**config.mk**
```make
export PLATFORM = sky130hd
export DESIGN_NAME = int_ctrl_flat
export DESIGN_NICKNAME = d
export VERILOG_FILES = /design/src/rtl/int_ctrl_if.sv /design/src/rtl/int_ctrl.sv /design/src/flat_wrapper.sv
export SDC_FILE = /design/constraint.sdc
export NUM_CORES = 1
export LEC_CHECK = 0
export ABC_AREA = 1
export CAP_MARGIN = 20
export CORE_ASPECT_RATIO = 1.4
export CORE_UTILIZATION = 50
export CTS_CLUSTER_SIZE = 20
export DETAILED_ROUTE_END_ITERATION = 7
export PLACE_DENSITY = 0.81
export SETUP_SLACK_MARGIN = 0.4
export SYNTH_ARGS = -nofsm -noshare
export SYNTH_HDL_FRONTEND = slang
export SYNTH_SLANG_ARGS = --single-unit
```
**constraint.sdc**
```tcl
create_clock -name clk -period 2.9 [get_ports clk]
set_clock_uncertainty 0.05 [all_clocks]
set_input_delay 0.87 -clock clk [delete_from_list [all_inputs] [get_ports clk]]
set_output_delay 0.87 -clock clk [all_outputs]
set_load 0.03 [all_outputs]
```
**src/rtl/int_ctrl_if.sv**
```systemverilog
// int_ctrl_if -- bundle of request, mask, CPU handshake and status signals
// of the interrupt controller.
//   master : the CPU / system side (drives irq, mask_we/mask_din, ack, eoi)
//   slave  : the int_ctrl block (drives ie1..ie4, pending, mask,
//            in_service, isr_id)
interface int_ctrl_if;
  logic [3:0] irq;         // asynchronous external requests, bit 0 highest priority
  logic       mask_we;     // mask register write strobe
  logic [3:0] mask_din;    // new mask value
  logic       ack;         // CPU entered service routine (1-cycle pulse)
  logic       eoi;         // CPU left service routine (1-cycle pulse)
  logic       ie1;         // request to CPU for irq[0]
  logic       ie2;         // request to CPU for irq[1]
  logic       ie3;         // request to CPU for irq[2]
  logic       ie4;         // request to CPU for irq[3]
  logic [3:0] pending;     // pending-request register
  logic [3:0] mask;        // current mask register
  logic       in_service;  // a request is being serviced
  logic [1:0] isr_id;      // index of the request last issued

  modport master (
    output irq, mask_we, mask_din, ack, eoi,
    input  ie1, ie2, ie3, ie4, pending, mask, in_service, isr_id
  );

  modport slave (
    input  irq, mask_we, mask_din, ack, eoi,
    output ie1, ie2, ie3, ie4, pending, mask, in_service, isr_id
  );
endinterface

```
**src/rtl/int_ctrl.sv**
```systemverilog
// int_ctrl -- four-line interrupt controller feeding the CPU's ie1..ie4.
// Synchronises the asynchronous irq lines, turns rising edges into pending
// bits, and issues the lowest-index masked-in pending line to the CPU,
// one at a time, with an ack / eoi handshake.
// Ports:
//   clk   : system clock, rising edge
//   reset : synchronous active-high reset
//   bus   : int_ctrl_if slave modport (irq, mask write, ack/eoi in;
//           ie1..ie4, pending, mask, in_service, isr_id out)
module int_ctrl #(
  parameter logic [3:0] MASK_RST = 4'b1111
) (
  input  logic       clk,
  input  logic       reset,
  int_ctrl_if.slave  bus
);

  typedef enum logic [1:0] {
    ST_IDLE    = 2'd0,
    ST_REQ     = 2'd1,
    ST_SERVICE = 2'd2
  } state_e;

  // Lowest set bit of a 4-bit vector wins (bit 0 is highest priority).
  function automatic logic [1:0] sel_lowest(input logic [3:0] v);
    logic [1:0] idx;
    casez (v)
      4'b???1: idx = 2'd0;
      4'b??10: idx = 2'd1;
      4'b?100: idx = 2'd2;
      4'b1000: idx = 2'd3;
      default: idx = 2'd0;
    endcase
    return idx;
  endfunction

  // Index to one-hot line vector.
  function automatic logic [3:0] onehot(input logic [1:0] idx);
    logic [3:0] v;
    case (idx)
      2'd0:    v = 4'b0001;
      2'd1:    v = 4'b0010;
      2'd2:    v = 4'b0100;
      2'd3:    v = 4'b1000;
      default: v = 4'b0000;
    endcase
    return v;
  endfunction

  state_e     state_q, state_d;
  logic [3:0] s1_q, s2_q, s3_q;
  logic [3:0] pending_q, pending_d;
  logic [3:0] mask_q, mask_d;
  logic [3:0] ie_q, ie_d;
  logic [1:0] isr_id_q, isr_id_d;
  logic       in_service_q, in_service_d;

  logic [3:0] strobe_s;
  logic [3:0] eligible_s;
  logic [1:0] sel_s;
  logic [3:0] clr_s;

  assign strobe_s   = s2_q & ~s3_q;
  assign eligible_s = pending_q & mask_q;
  assign sel_s      = sel_lowest(eligible_s);

  // Next-state, issue and pending-update logic.
  always_comb begin
    state_d  = state_q;
    isr_id_d = isr_id_q;
    ie_d     = ie_q;
    clr_s    = 4'b0000;
    case (state_q)
      ST_IDLE: begin
        if (eligible_s != 4'b0000) begin
          isr_id_d = sel_s;
          ie_d     = onehot(sel_s);
          state_d  = ST_REQ;
        end else begin
          ie_d     = 4'b0000;
        end
      end
      ST_REQ: begin
        // The issued request is held regardless of mask changes or newly
        // pending higher-priority lines until the CPU acknowledges it.
        if (bus.ack) begin
          clr_s   = onehot(isr_id_q);
          ie_d    = 4'b0000;
          state_d = ST_SERVICE;
        end else begin
          ie_d    = ie_q;
        end
      end
      ST_SERVICE: begin
        if (bus.eoi) begin
          state_d = ST_IDLE;
        end else begin
          state_d = ST_SERVICE;
        end
      end
      default: begin
        state_d = ST_IDLE;
        ie_d    = 4'b0000;
      end
    endcase

    // A set from an edge strobe overrides a same-cycle clear from ack.
    pending_d    = (pending_q & ~clr_s) | strobe_s;
    mask_d       = bus.mask_we ? bus.mask_din : mask_q;
    in_service_d = (state_d == ST_SERVICE);
  end

  // Registered state: synchroniser chain, pending, mask, FSM and outputs.
  always_ff @(posedge clk) begin
    if (reset) begin
      s1_q         <= 4'b0000;
      s2_q         <= 4'b0000;
      s3_q         <= 4'b0000;
      pending_q    <= 4'b0000;
      mask_q       <= MASK_RST;
      ie_q         <= 4'b0000;
      isr_id_q     <= 2'd0;
      in_service_q <= 1'b0;
      state_q      <= ST_IDLE;
    end else begin
      s1_q         <= bus.irq;
      s2_q         <= s1_q;
      s3_q         <= s2_q;
      pending_q    <= pending_d;
      mask_q       <= mask_d;
      ie_q         <= ie_d;
      isr_id_q     <= isr_id_d;
      in_service_q <= in_service_d;
      state_q      <= state_d;
    end
  end

  assign bus.ie1        = ie_q[0];
  assign bus.ie2        = ie_q[1];
  assign bus.ie3        = ie_q[2];
  assign bus.ie4        = ie_q[3];
  assign bus.pending    = pending_q;
  assign bus.mask       = mask_q;
  assign bus.in_service = in_service_q;
  assign bus.isr_id     = isr_id_q;

endmodule

```
**src/flat_wrapper.sv**
```systemverilog
// flat-port wrapper written by rule: the top's interface ports become plain ports
module int_ctrl_flat 
#(
  parameter logic [3:0] MASK_RST = 4'b1111
)
  (clk, reset, bus_irq, bus_mask_we, bus_mask_din, bus_ack, bus_eoi, bus_ie1, bus_ie2, bus_ie3, bus_ie4, bus_pending, bus_mask, bus_in_service, bus_isr_id);
  int_ctrl_if bus_i ();
  input  logic clk;
  input  logic reset;
  input wire logic [$bits(bus_i.irq)-1:0] bus_irq;
  input wire logic [$bits(bus_i.mask_we)-1:0] bus_mask_we;
  input wire logic [$bits(bus_i.mask_din)-1:0] bus_mask_din;
  input wire logic [$bits(bus_i.ack)-1:0] bus_ack;
  input wire logic [$bits(bus_i.eoi)-1:0] bus_eoi;
  output wire logic [$bits(bus_i.ie1)-1:0] bus_ie1;
  output wire logic [$bits(bus_i.ie2)-1:0] bus_ie2;
  output wire logic [$bits(bus_i.ie3)-1:0] bus_ie3;
  output wire logic [$bits(bus_i.ie4)-1:0] bus_ie4;
  output wire logic [$bits(bus_i.pending)-1:0] bus_pending;
  output wire logic [$bits(bus_i.mask)-1:0] bus_mask;
  output wire logic [$bits(bus_i.in_service)-1:0] bus_in_service;
  output wire logic [$bits(bus_i.isr_id)-1:0] bus_isr_id;
  assign bus_i.irq = bus_irq;
  assign bus_i.mask_we = bus_mask_we;
  assign bus_i.mask_din = bus_mask_din;
  assign bus_i.ack = bus_ack;
  assign bus_i.eoi = bus_eoi;
  assign bus_ie1 = bus_i.ie1;
  assign bus_ie2 = bus_i.ie2;
  assign bus_ie3 = bus_i.ie3;
  assign bus_ie4 = bus_i.ie4;
  assign bus_pending = bus_i.pending;
  assign bus_mask = bus_i.mask;
  assign bus_in_service = bus_i.in_service;
  assign bus_isr_id = bus_i.isr_id;
  int_ctrl #(.MASK_RST(MASK_RST)) u_core (.clk(clk), .reset(reset), .bus(bus_i));
endmodule
```
# Yosys cells after proc, flatten, opt, wreduce, memory -nomap -nowiden
# Cells that the tools add are included.
classes:
  n_eq_ne: 13
  mux: 12
  n_bitwise: 7
  n_reduce_logical: 6
op_table:
  columns: ["operator", "n"]
  rows:
  - ["$pmux W4 S4", 2]
  - ["$mux W4", 4]
  - ["$eq A2 B2 Y1 const B", 7]
  - ["$and A4 B4 Y4", 3]
  - ["$pmux W2 S3", 2]
  - ["$pmux W4 S3", 1]
  - ["$not A4 Y4", 2]
  - ["$eq A2 B1 Y1 const B", 3]
  - ["$logic_not A2 Y1", 3]
  - ["$mux W2", 3]
  - ["$eq A4 B4 Y1 const B", 1]
  - ["$or A4 B4 Y4", 1]
  - ["$reduce_and A2 Y1", 2]
  - ["$reduce_bool A4 Y1", 1]
  - ["$eq A3 B3 Y1 const B", 1]
  - ["$ne A2 B2 Y1 const B", 1]
  - ["$not A1 Y1", 1]
totals:
  regBits: 29
  inputBits: 13
  out_inout_bits: 15
  wordCells: 47

# Logic depth before layout (Yosys ltp)
# Gate-level depths: netlist of run 1.
depth:
  depth_word: 7
  ltp_mapped: 6
  ltp_nobuf: 6

# Worst setup path before layout of run 1
# No wires, ideal clock.
synth_timing:
  path_kind: "input to register"
  from: "in bus_ack"
  to: "reg u_core.ie_q[2]"
  t_arrival_ns: 1.353
  t_required_ns: 2.784
  setup_slack_ns: 1.431
  stages: 5
  n_path_buf: 0
  path_cell_list: "inv_1 > nand3_2 > o21ai_2 > nand2_1 > a21oi_2"
synth_via:
  elab_chain_len: 2
synth_lines:
  columns: ["item", "line_no", "rtl"]
  rows:
  - ["from (decl)", "flat_wrapper.sv:13", "input wire logic [$bits(bus_i.ack)-1:0] bus_ack;"]
  - ["$ne A2 B2 Y1 (no source line)", null, null]
  - ["$reduce_and A2 Y1 (no source line)", null, null]
  - ["to (signal assigned)", "int_ctrl.sv:131", "ie_q <= ie_d;"]
  - ["to (decl)", "int_ctrl.sv:54", "logic [3:0] ie_q, ie_d;"]
# Every way passes these cells.
# A chain may end at the register's enable or synchronous reset.

# Final worst setup path of run 1
layout_timing:
  from: "reg u_core.isr_id_q[1], in the netlist u_core.bus.isr_id[1]"
  to: "out bus_isr_id[1]"
layout_lines:
  columns: ["item", "line_no", "rtl"]
  rows:
  - ["from (decl)", "int_ctrl.sv:55", "logic [1:0] isr_id_q, isr_id_d;"]
  - ["from (signal assigned)", "int_ctrl.sv:132", "isr_id_q <= isr_id_d;"]
  - ["to (decl)", "flat_wrapper.sv:22", "output wire logic [$bits(bus_i.isr_id)-1:0] bus_isr_id;"]
# No word-level cell between the ends.

==> results by group, run 1 <==
Yosys
  – Synthesized area: roughly 0.0011 mm²
  – #FFs+latches synth: 29
  – Register area share after synthesis: 0.543
  – Synth Net Count: approximately 140
  – Post-Syn Instances: about 130
  – Synth warn: 0
  – Syn_area_per_cell: ~8.5 µm²
  – Yosys cell types: 17

STA
  – Tcrit/Tclk final: 0.828
  – Fin Setup TNS: 0 ns
  – Crit path time final: roughly 2.4 ns
  – Slew margin rel.: 0.787
  – Max Fclk: ~420 MHz
  – Setup violators final: 0
  – Max-slew violation count: 0
  – Final Hold Vio Count: 0
  – RSZ-0062 raised after global routing: no
  – Slew @ Worst Pin: around 0.32 ns

Routing
  – Pre-antenna DRT Iters: 4
  – Vias: 915
  – DRC errors left: 0
  – Vias per cell: roughly 5.1
  – Avg WL per Cell: about 12 µm
  – Initial detailed-routing violation count: 12
  – WL final: 2160 µm
  – Antenna Nets Post-Route: 0

Pwr
  – Max VDD drop: roughly 0.42 mV
  – PwrDens: between 500 and 600 mW/mm²
  – Leakage: 0.623 nW

Cells and area
  – Share of post-route cells with drive strength above 1: 0.164
  – Final Util: 0.707
  – Register area: a little under 600 µm²
  – Most common cell after layout, fill and taps aside: dfxtp_1
  – Most frequent cells in the layout: dfxtp_1 (29), nand2_1 (27), clkdlybuf4s50_1 (27)
  – Area of the multi-input gates: between 300 and 400 µm²
  – Total Nets Final: 171
  – Design area: approximately 0.0014 mm²
  – Fill count: about 170
  – Ant diodes: 0
  – Area Growth Syn to Fin: 32.1%

Place
  – Area post-placement: roughly 0.0014 mm²
  – Final estimated routing congestion in global placement: between 0.7 and 0.8
  – Hpwl dp: ~1700 µm
  – Port buffer count: 27

Global routing
  – Grt ovf: 0
  – Vias in the first global route: 841
  – First-pass GRT wire length: 3330 µm
  – Largest net degree at the start of global routing: 16
  – Initial antenna violation count: 0
  – Gr usage total: 0.222

Clock network
  – Post-CTS Resized: 0
  – Clock Root Buffer: clkbuf_4
  – Clock Tree Buf Depth: 2
  – Clock-pin slew on the worst setup and hold paths: around 0.10 ns
  – Clk_lat worst skew: 0.33 ns
  – Postcts setup bufs: 0
  – CTS HTree Levels: 2
  – CTS sink cnt: 29
  – CTS tree: built
  – Num CTS Buffers: 5
  – Hold Buf Count CTS: 0

Critical path
  – Reg2Reg Depth: 6
  – Worst setup endpoint: bus_isr_id[1]
  – Worst Path Buf+Inv: 1
  – Max stage delay on crit path: ~0.71 ns
  – Worst setup path startpoint: u_core.bus.isr_id[1]
  – Worst R2R Setup Slack: about 1.7 ns
  – Worst r2r src: u_core.bus.pending[2]
  – R2R Path End: u_core.bus.isr_id[0]
  – CP Launch Type: flop
  – Largest delay share family, worst path: buffers and inverters
  – Crit-path cells: clkdlybuf4s50_1
  – Slowest cell on the critical path: clkdlybuf4s50_1
  – Critical path peak fanout: 5
  – CP Data Required Time: around 2.0 ns
  – CP arrival: 1.48 ns
  – CP endpoint kind: output port
  – Worst path depth: 1
  – Crit Path Category: flop to output port

Floorplan
  – Site Rows: 19
  – # IOs: 28
  – Initial Utilization: 0.535
  – Die Area: ~0.0023 mm²
  – Core Box Area: between 0.0015 and 0.002 mm²
  – Die height: between 50 and 60 µm
  – Die X: 41.1 µm

Hold path
  – Worst min path class: flop to flop

Run status
  – Run status: completed

Job
  – Max-cap violation count: 0
[layer usage]
layer  up-vias  part of all wire  GRT usage
met5         -                 0          0
met3        10             0.051      0.107
met4         0             0.046      0.148
li1        458                 -          -
met2        30              0.53      0.350
met1       417              0.37      0.209
[state kept, by name (all words and copies together), names as in the netlist, 2 cells and up]
register            cells
u_core.s1_q             4
u_core.state_q          2
u_core.bus.pending      4
u_core.ie_q             4
u_core.bus.isr_id       2
u_core.s2_q             4
u_core.bus.mask         4
u_core.s3_q             4
[metrics by stage]
step	hold slack, ns	worst slack, ns	std cells	power (mW)
after global placement	0.341	0.837	172	0.583
after floorplan	0.338	1.43	125	0.530
final	0.355	0.500	180	0.806
after detailed placement	0.347	0.784	172	0.589
after global routing	0.375	0.457	180	0.843
after CTS	0.359	0.498	180	0.813
[synth_stat cells (all sizes together)]
master   n  area, µm²
nor2    12       60.1
nand2   28        108
o21ai    6       52.6
dfxtp   29        581
o21a     2       15.0
a21oi    7       42.5
nand3   14       95.1
nand4    3       18.8
nor3     1       5.00
inv     21       78.8
buf      2       12.5
[worst min path at each step]
stage                               from              to  slack [ns]  cells past startpoint
final                     u_core.s1_q[2]  u_core.s2_q[2]        0.36                      2
after floorplan           u_core.s1_q[0]  u_core.s2_q[0]        0.34                      2
after CTS                 u_core.s1_q[2]  u_core.s2_q[2]        0.36                      2
after global routing      u_core.s1_q[2]  u_core.s2_q[2]        0.37                      2
after detailed placement  u_core.s1_q[2]  u_core.s2_q[2]        0.35                      2
after global placement    u_core.s1_q[1]  u_core.s2_q[1]        0.34                      2
[logic make-up after synthesis]
group / after synthesis / share of synthesized area
AOI/OAI and AO/OA: 15 / 0.103
and+or+nand+nor: 58 / 0.268
buffers and inverters: 23 / 0.0855
DFF: 29 / 0.543
[power by group]
part / internal, mW / switching, mW
Sequential: 0.421 / 0.0198
Clock: 0.0920 / 0.134
Combinational: 0.0601 / 0.0792
Total: 0.573 / 0.233
[layout make-up]
type	count	area share
flip-flops and latches	29	0.411
clock buffers	6	0.0293
clock inverters	2	0.00709
multi-input cells	73	0.281
repair buffers	28	0.197
inverters	21	0.0559
well taps	21	0.0186
Power figures use the tool's default switching activity.
==> run 2: changes to the inputs <==
--- a/config.mk
+++ b/config.mk
@@ -8,10 +8,10 @@
 export ABC_AREA = 1
 export CAP_MARGIN = 20
 export CORE_ASPECT_RATIO = 1.4
-export CORE_UTILIZATION = 50
+export CORE_UTILIZATION = 46
 export CTS_CLUSTER_SIZE = 20
 export DETAILED_ROUTE_END_ITERATION = 7
-export PLACE_DENSITY = 0.81
+export PLACE_DENSITY = 0.75
 export SETUP_SLACK_MARGIN = 0.4
 export SYNTH_ARGS = -nofsm -noshare
 export SYNTH_HDL_FRONTEND = slang
==> constraint.sdc (replaced) <==
create_clock -name clk -period 2.3 [get_ports clk]
set_clock_uncertainty 0.05 [all_clocks]
set_input_delay 0.69 -clock clk [delete_from_list [all_inputs] [get_ports clk]]
set_output_delay 0.69 -clock clk [all_outputs]
set_load 0.03 [all_outputs]
==> run 2 against run 1 <==
Net effect:
- clock power is 31% higher
- sequential power rose by 26%
- worst hold slack is essentially flat
- sequential cell count did not move
- final cell count grew 0.56%
==> results by group, run 2 (same netlist as run 1, synthesis figures left out) <==
STA
  – RSZ-0062 raised after global routing: no
  – Setup violators final: 0 (unchanged)
  – Crit path time final: around 1.9 ns
  – Final Hold Vio Count: 0 (unchanged)
  – Max-slew violation count: 0 (unchanged)
  – Fin Setup TNS: 0 ns (unchanged)
  – Slew @ Worst Pin: 0.308 ns (-0.0112 ns)
  – Slew margin rel.: 0.796 (+0.00892)
  – Max Fclk: 538 MHz
  – Tcrit/Tclk final: 0.808

Critical path
  – Crit-path cells: dlygate4sd2_1
  – Worst setup path startpoint: u_core.bus.mask[2]
  – Worst r2r src: u_core.state_q[0]
  – Worst Path Buf+Inv: 1 (unchanged)
  – Max stage delay on crit path: 0.41 ns (-0.30 ns)
  – CP endpoint kind: output port
  – CP Data Required Time: 1.56 ns (-0.42 ns)
  – Critical path peak fanout: 4 (-1)
  – CP arrival: 1.12 ns (-0.36 ns)
  – Slowest cell on the critical path: dlygate4sd2_1
  – CP Launch Type: flop
  – Crit Path Category: flop to output port
  – Largest delay share family, worst path: buffers and inverters

Floorplan
  – Site Rows: 20 (+1)
  – Core Box Area: 0.00218 mm² (+9.0%)
  – Initial Utilization: 0.491 (-0.0443)
  – # IOs: 28 (unchanged)
  – Die Area: 0.00252 mm² (+8.3%)
  – Die X: 42.7 µm (+4.1%)
  – Die height: 59.0 µm (+4.1%)

Clock network
  – Clock Tree Buf Depth: 2 (unchanged)
  – Num CTS Buffers: 5 (unchanged)
  – Clk_lat worst skew: 0.34 ns (about the same)
  – CTS tree: built
  – CTS HTree Levels: 2 (unchanged)
  – Clock Root Buffer: clkbuf_4
  – Hold Buf Count CTS: 0 (unchanged)
  – Clock-pin slew on the worst setup and hold paths: 0.09 ns (about the same)
  – CTS sink cnt: 29 (unchanged)

Global routing
  – Initial antenna violation count: 0 (unchanged)
  – Grt ovf: 0 (unchanged)
  – Gr usage total: 0.187 (-0.0350)
  – Vias in the first global route: 818 (-2.7%)
  – Largest net degree at the start of global routing: 16 (unchanged)
  – First-pass GRT wire length: 3340 µm (+0.21%)

Routing
  – Vias: 896 (-2.1%)
  – Vias per cell: 4.95 (-2.6%)
  – WL final: 2080 µm (-3.6%)
  – DRC errors left: 0 (unchanged)
  – Antenna Nets Post-Route: 0 (unchanged)
  – Avg WL per Cell: 11.5 µm (-4.2%)
  – Pre-antenna DRT Iters: 4 (unchanged)
  – Initial detailed-routing violation count: 17 (+5)

Place
  – Port buffer count: 27 (unchanged)
  – Final estimated routing congestion in global placement: 0.798 (+1.3%)
  – Area post-placement: 0.00136 mm² (about the same)
  – Hpwl dp: 1550 µm (-6.5%)

Pwr
  – Max VDD drop: 0.436 mV (+2.9%)
  – Leakage: 0.651 nW (+4.4%)
  – PwrDens: 727 mW/mm² (+27%)

Cells and area
  – Design area: 0.00139 mm² (-1.2%)
  – Share of post-route cells with drive strength above 1: 0.195 (+0.0314)
  – Ant diodes: 0 (unchanged)
  – Total Nets Final: 171 (unchanged)
  – Fill count: 211 (+21%)
  – Most common cell after layout, fill and taps aside: dfxtp_1
  – Most frequent cells in the layout: dfxtp_1 (29), nand2_1 (27), inv_1 (19)
  – Area Growth Syn to Fin: 30.4%

Hold path
  – Worst min path class: flop to flop
  – Min-delay src: u_core.s1_q[1]

Run status
  – Run status: completed

Job
  – Max-cap violation count: 0 (unchanged)
[run 2: cell count changes in the layout (fill, tap and decap cells not counted), sizes merged]
cell / delta
clkinvlp: +1
clkdlybuf4s50: -15
dlygate4sd2: +7
clkdlybuf4s15: +5
clkbuf: +2
[run 2: worst paths after layout]
check	to	slack (ns)	depth (start not counted)
hold reg to reg	u_core.s2_q[1]	0.36	2
setup / recovery	bus_mask[2]	0.44	1
hold / removal	u_core.s2_q[1]	0.36	2
setup reg to reg	u_core.bus.pending[2]	1.16	5
[run 2: repair_timing]
| item | CTS | global route |
|---|---|---|
| setup buffers | 0 | 0 |
| endpoints found under the setup margin | 15 | 7 |
| resized for setup | 19 | 8 |
[run 2: power breakdown]
group	internal (mW)	leakage [nW]	switching, mW
clock network	0.115	0.0310	0.181
registers	0.531	0.238	0.0243
logic	0.0640	0.382	0.0982
total	0.709	0.651	0.304
[run 2: per-layer routing]
| layer | vias up | track usage | share of wire |
|---|---|---|---|
| li1 | 456 | - | - |
| met1 | 404 | 0.188 | 0.38 |
| met2 | 30 | 0.327 | 0.53 |
| met3 | 6 | 0.0793 | 0.064 |
| met4 | 0 | 0.0938 | 0.023 |
| met5 | - | 0 | 0 |
[run 2: per-stage QoR]
stage                     setup slack (ns)  utilization  hold slack (ns)  power, mW  instances
after global placement               0.458        0.625            0.341      0.736        173
final                                0.443        0.640            0.356       1.01        181
after detailed placement             0.464        0.625            0.346      0.742        173
after floorplan                       1.01            -            0.338      0.668        125
after CTS                            0.355        0.644            0.358       1.03        181
after global routing                 0.405        0.640            0.373       1.06        181
[run 2: layout make-up]
type / instances / area (µm²) / area share
Sequential cell: 29 / 581 / 0.417
Multi-Input combinational cell: 73 / 397 / 0.285
Timing Repair Buffer: 28 / 255 / 0.183
Inverter: 21 / 78.8 / 0.0566
Clock buffer: 5 / 37.5 / 0.0269
Tap cell: 22 / 27.5 / 0.0197
Clock inverter: 3 / 17.5 / 0.0126
==> run 3: changes to the inputs <==
--- a/config.mk
+++ b/config.mk
@@ -8,10 +8,10 @@
 export ABC_AREA = 1
 export CAP_MARGIN = 20
 export CORE_ASPECT_RATIO = 1.4
-export CORE_UTILIZATION = 46
+export CORE_UTILIZATION = 42
 export CTS_CLUSTER_SIZE = 20
 export DETAILED_ROUTE_END_ITERATION = 7
-export PLACE_DENSITY = 0.75
+export PLACE_DENSITY = 0.72
 export SETUP_SLACK_MARGIN = 0.4
 export SYNTH_ARGS = -nofsm -noshare
 export SYNTH_HDL_FRONTEND = slang
==> constraint.sdc (replaced) <==
create_clock -name clk -period 1.65 [get_ports clk]
set_clock_uncertainty 0.05 [all_clocks]
set_input_delay 0.495 -clock clk [delete_from_list [all_inputs] [get_ports clk]]
set_output_delay 0.495 -clock clk [all_outputs]
set_load 0.03 [all_outputs]
==> run 3 against run 2 <==
Net effect:
- cell area grew 20%
- critical path depth is the same
- largest power group unchanged
- global-route usage grew 0.80 points
- sequential share of layout area shrank 5.4 points
- worst setup slack lost 0.15 ns
- die area grew 9.1%
- worst hold slack gained 0.0024 ns
- clock power grew 35%
==> results by group, run 3 (same netlist as run 1, synthesis figures left out) <==
STA
  – Fin Setup TNS: 0 ns (unchanged)
  – Max Fclk: roughly 740 MHz
  – Final Hold Vio Count: 0 (unchanged)
  – Slew margin rel.: 0.852 (+0.0560)
  – Setup violators final: 0 (unchanged)
  – RSZ-0062 raised after global routing: yes
  – Crit path time final: around 1.4 ns
  – Slew @ Worst Pin: 0.221 ns (-0.0869 ns)
  – Max-slew violation count: 0 (unchanged)
  – Tcrit/Tclk final: 0.823
  – Post-route setup slack: 0.292 ns (-0.151 ns)

Cells and area
  – Area Growth Syn to Fin: 56.4%
  – Ant diodes: 0 (unchanged)
  – Share of post-route cells with drive strength above 1: 0.483 (+0.288)
  – Most frequent cells in the layout: nand2_1 (20), inv_1 (18), buf_4 (17)
  – Final Util: 0.699 (+0.0589)
  – Most common cell after layout, fill and taps aside: nand2_1
  – Total Nets Final: 188 (+9.9%)

Place
  – Worst slack at placement: 0.0447 ns (-0.419 ns)
  – Port buffer count: 27 (unchanged)
  – Final estimated routing congestion in global placement: 0.724 (-9.2%)
  – Hpwl dp: 1600 µm (+3.2%)

Critical path
  – CP arrival: 0.81 ns (-0.31 ns)
  – R2R Path End: u_core.bus.isr_id[1]
  – Reg2Reg Depth: 6 (+1)
  – Worst Path Buf+Inv: 1 (unchanged)
  – Critical path peak fanout: 2 (-2)
  – CP endpoint kind: output port
  – Max stage delay on crit path: 0.35 ns (-0.06 ns)
  – CP Data Required Time: 1.10 ns (-0.46 ns)
  – Crit-path cells: buf_6
  – Worst r2r src: u_core.bus.pending[2]
  – CP Launch Type: flop
  – Slowest cell on the critical path: dfxtp_2
  – Largest delay share family, worst path: flip-flops
  – Worst R2R Setup Slack: 0.46 ns (-0.70 ns)
  – Crit Path Category: flop to output port

Clock network
  – Clock Tree Buf Depth: 2 (unchanged)
  – Clock-pin slew on the worst setup and hold paths: 0.09 ns (about the same)
  – Num CTS Buffers: 5 (unchanged)
  – CTS HTree Levels: 2 (unchanged)
  – CTS tree: built
  – Clock Root Buffer: clkbuf_4
  – Hold Buf Count CTS: 0 (unchanged)
  – Clk_lat worst skew: 0.33 ns (about the same)
  – CTS sink cnt: 29 (unchanged)

Pwr
  – Clk pwr share: 0.266 (-0.026)
  – Switching share of total power: 0.296 (-0.00424)
  – Sequential Power Share: 0.516 (-0.032)
  – Combinational power share: 0.218 (+0.058)
  – Tot Pwr: 1.50 mW (+48%)
  – Leakage: 0.773 nW (+19%)
  – PwrDens: 898 mW/mm² (+24%)
  – Max VDD drop: 0.942 mV (+120%)
  – Int Power: 1.06 mW (+49%)
  – Switch Pwr: 0.444 mW (+46%)

Global routing
  – First-pass GRT wire length: 3770 µm (+13%)
  – Grt peak-use layer: met2
  – Largest net degree at the start of global routing: 16 (unchanged)
  – Gr usage total: 0.195 (+0.00797)
  – Initial antenna violation count: 0 (unchanged)
  – Vias in the first global route: 949 (+16%)
  – Grt ovf: 0 (unchanged)
  – Met1 Use GR: 0.182 (-0.00653)
  – Routing usage on met2: 0.363 (+0.0366)
  – Met3 Usage GRT: 0.0821 (+0.00284)

Routing
  – DRC errors left: 0 (unchanged)
  – WL final: 2460 µm (+18%)
  – Pre-antenna DRT Iters: 4 (unchanged)
  – Antenna Nets Post-Route: 0 (unchanged)
  – Vias: 995 (+11%)
  – Avg WL per Cell: 11.7 µm (+2.1%)
  – Vias per cell: 4.74 (-4.3%)
  – Initial detailed-routing violation count: 13 (-4)

Hold path
  – Min-Delay Endpoint: u_core.s2_q[2]
  – Worst min path class: flop to flop
  – Min-delay src: u_core.s1_q[2]
  – Worst Hold Depth: 2 (unchanged)

Floorplan
  – Core Box Area: 0.00239 mm² (+9.8%)
  – Initial Utilization: 0.447 (-0.0439)
  – Die height: 61.7 µm (+4.5%)
  – Die X: 44.6 µm (+4.4%)
  – Site Rows: 21 (+5.0%)
  – Die Area: 0.00275 mm² (+9.1%)
  – # IOs: 28 (unchanged)

Job
  – Max-cap violation count: 0 (unchanged)

Run status
  – Run status: completed
==> run 3: worst reg2reg max path, stage by stage, from the launching register on <==
cell     delay [ns]
dfxtp_2        0.33
buf_4          0.14
nand2_1        0.16
nand2_4        0.08
o21ai_4        0.16
nand2_1        0.07
a21oi_1        0.13
==> run 3: worst max path at each step <==
stage                     cells past startpoint                     to  slack (ns)             startpoint
after CTS                                     1         bus_pending[1]        0.29  u_core.bus.pending[1]
after global routing                          1         bus_pending[0]        0.25  u_core.bus.pending[0]
after global placement                        1          bus_isr_id[0]        0.06   u_core.bus.isr_id[0]
final                                         1                bus_ie2        0.29         u_core.ie_q[1]
after detailed placement                      6  u_core.bus.pending[1]        0.04                bus_ack
after floorplan                               5   u_core.bus.isr_id[0]        0.49  u_core.bus.pending[2]
==> run 3: metal layers <==
layer  share of wire  vias up
met5               0        -
met4           0.023        0
met3           0.058        8
met2            0.56       29
met1            0.36      467
li1                -      491
==> run 3: final cells by class <==
cell class,instances,area (µm²)
clock buffers,6,41.3
clock inverters,2,10.0
fillers,190,719
inverters,21,81.3
multi-input cells,73,460
flip-flops and latches,29,606
well taps,34,42.5
repair buffers,45,430
==> run 3: timing repair <==
item / CTS / global route
buffers inserted: 10 / 4
gates resized for setup: 104 / 21
setup endpoints to repair: 19 / 25
pin swaps: 1 / 8
==> run 3: through the flow <==
step           area [µm²]  hold WS [ns]  cells
2_1_floorplan        1070         0.338    125
3_3_place_gp         1390         0.341    188
3_5_place_dp         1390         0.347    188
4_1_cts              1570         0.362    206
5_1_grt              1670         0.378    210
6_report             1670         0.358    210
==> run 3: power by group through the flow <==
stage / registers, mW / logic [mW] / clock network (mW)
floorplan: 0.831 / 0.101 / 0
global placement: 0.786 / 0.246 / 0
detailed placement: 0.788 / 0.251 / 0
CTS: 0.771 / 0.292 / 0.402
global route: 0.780 / 0.352 / 0.454
finish: 0.774 / 0.327 / 0.400
==> patch (flow settings as in run 3) <==
Take the reset off `s1_q`, `s2_q`, `s3_q`, `pending_q` and `ie_q` and load them in a clocked block of their own.
--- a/src/rtl/int_ctrl.sv
+++ b/src/rtl/int_ctrl.sv
@@ -114,24 +114,22 @@
   always_ff @(posedge clk) begin
     if (reset) begin
-      s1_q         <= 4'b0000;
-      s2_q         <= 4'b0000;
-      s3_q         <= 4'b0000;
-      pending_q    <= 4'b0000;
       mask_q       <= MASK_RST;
-      ie_q         <= 4'b0000;
       isr_id_q     <= 2'd0;
       in_service_q <= 1'b0;
       state_q      <= ST_IDLE;
     end else begin
-      s1_q         <= bus.irq;
-      s2_q         <= s1_q;
-      s3_q         <= s2_q;
-      pending_q    <= pending_d;
       mask_q       <= mask_d;
-      ie_q         <= ie_d;
       isr_id_q     <= isr_id_d;
       in_service_q <= in_service_d;
       state_q      <= state_d;
     end
+  end
+
+  always_ff @(posedge clk) begin
+    s1_q      <= bus.irq;
+    s2_q      <= s1_q;
+    s3_q      <= s2_q;
+    pending_q <= pending_d;
+    ie_q      <= ie_d;
   end
 
Behaviour: not the same (Yosys sat finds a counterexample within 4 cycles, from zero or initial values and one cycle with reset high).
==> patch against run 3 <==
Worst setup slack worse by 0.058 ns; area after synthesis fell by 11%; total power is 13% higher; maximum frequency fell by 4.1%; final area decreased by 14%; sequential power increased by 7.1%; sequential cell count unchanged; register-to-register slack worse by 0.03 ns; routed wire length shrank 25%; critical path depth unchanged; count of clock-buffer cells in the layout is 1 higher; critical endpoint is now bus_ie1; largest cell class unchanged; highest routed layer unchanged.
==> patch: results (changes against run 3) <==
{| class="wikitable"
! Metric !! Value
|-
| Sequential share of the synthesized area || 0.6501 (was 0.5433)
|-
| Global-route total usage across every layer || 0.1666 (was 0.1954)
|-
| Count of TritonRoute iterations in the first routing pass || 4 (unchanged)
|-
| Placed standard-cell area || 1272 um2 (was 1391 um2)
|-
| Highest fanout seen on the critical path || 1 (was 2)
|-
| Number of nets in the synthesized netlist || 116 (was 138)
|-
| I/O Buffers || 27 (unchanged)
|-
| Worst-Margin Slew || 0.2686 ns (was 0.2210 ns)
|-
| Standby leakage power || 0.0006891 uW (was 0.0007731 uW)
|-
| Estimated wirelength of the detail-placed design || 1.341 mm (was 1.600 mm)
|-
| Number of synthesized flops with an enable pin || 4 (was 0)
|-
| Largest cells by area after synthesis || sky130_fd_sc_hd__dfxtp_1, sky130_fd_sc_hd__edfxtp_1, sky130_fd_sc_hd__nand2_1 (was sky130_fd_sc_hd__dfxtp_1, sky130_fd_sc_hd__nand2_1, sky130_fd_sc_hd__inv_1)
|-
| Worst path slowest cell || sky130_fd_sc_hd__edfxtp_1 (was sky130_fd_sc_hd__dfxtp_2)
|-
| Pin count of the biggest net entering global routing || 10 (was 16)
|-
| Number of global-route vias before repair || 755 (was 949)
|-
| Vias per inst || 4.718 (was 4.738)
|-
| Final net count || 160 (was 188)
|-
| Most instantiated cells after synthesis || sky130_fd_sc_hd__dfxtp_1, sky130_fd_sc_hd__nand2_1, sky130_fd_sc_hd__inv_1 (unchanged)
|-
| Total wire length after detailed routing || 1.842 mm (was 2.462 mm)
|-
| Layout cell share with drive strength beyond 1 || 0.3784 (was 0.4830)
|-
| RePlAce Congestion || 0.7789 (was 0.7242)
|-
| Status || completed (unchanged)
|-
| Setup slack at placement || -0.02893 ns (was 0.04469 ns)
|-
| Number of distinct library cells after synthesis || 15 (was 17)
|-
| 1st-iter DRT viols || 26 (was 13)
|-
| Arrival time reported for the critical path endpoint || 0.87 ns (was 0.81 ns)
|-
| Class of the most critical hold timing path || reg2reg (unchanged)
|-
| Worst IR Drop VDD || 0.0007665 V (was 0.0009417 V)
|-
| Filler cell count in the final layout || 180 (was 190)
|-
| First-pass GRT wire length || 3.008 mm (was 3.774 mm)
|}
[patch: cell types whose count changed after synthesis, sizes merged, moves of 3 or more]
cell and delta:
inv -5, a21oi -4, nand4 -3, nor2 -5
dfxtp -4, edfxtp +4, o21ai +4, nand3 -5
[patch: stage by stage]
stage | setup TNS [ns] | util | instances
after floorplan | 0 | - | 103
after global placement | -0.03793 | 0.5913 | 155
after detailed placement | -0.1156 | 0.5913 | 155
after CTS | 0 | 0.6651 | 170
after global routing | 0 | 0.6692 | 170
final | 0 | 0.6692 | 170
[patch: routing by layer]
layer  GRT usage  routed length [um]  part of all wire
met1      0.1663                 731              0.40
met2      0.2901                1002              0.54
met3     0.07669                  96             0.052
met4     0.08036                  11            0.0060
met5           0                   0                 0
[patch: worst paths after layout]
kind,from,to,slack (ns),depth (start not counted)
worst min-delay path,u_core.s1_q[2],u_core.s2_q[2],0.29,0
worst min register to register,u_core.s1_q[2],u_core.s2_q[2],0.29,0
worst max register to register,u_core.bus.pending[3],u_core.ie_q[1],0.43,5
worst max-delay path,u_core.ie_q[0],bus_ie1,0.23,1
[patch: cells by family after synthesis]
| family | Yosys count | share of synthesized area |
|---|---|---|
| AND/OR/NAND/NOR | 44 | 0.2110 |
| flip-flops | 29 | 0.6501 |
| buffers and inverters | 16 | 0.06290 |
| AO/OA/AOI/OAI | 14 | 0.07602 |
[patch: report_power, final]
part | total (uW) | switching (uW) | internal, uW
Sequential | 829 | 38.5 | 790
Combinational | 396 | 218 | 178
Clock | 475 | 229 | 247
Total | 1700 | 485 | 1220
[patch: area by class of cell]
cell class              count  share of cell area
multi-input cells          58              0.1990
repair buffers             37              0.2493
inverters                  16             0.04170
well taps                  22             0.01911
flip-flops and latches     29              0.4422
clock buffers               7             0.04518
clock inverters             1            0.003475
[patch: repair_timing]
item | CTS | global route
pin swaps | 0 | 0
setup endpoints to repair | 19 | 18
gates resized for setup | 112 | 4
gates cloned | 0 | 0
setup buffers | 7 | 0
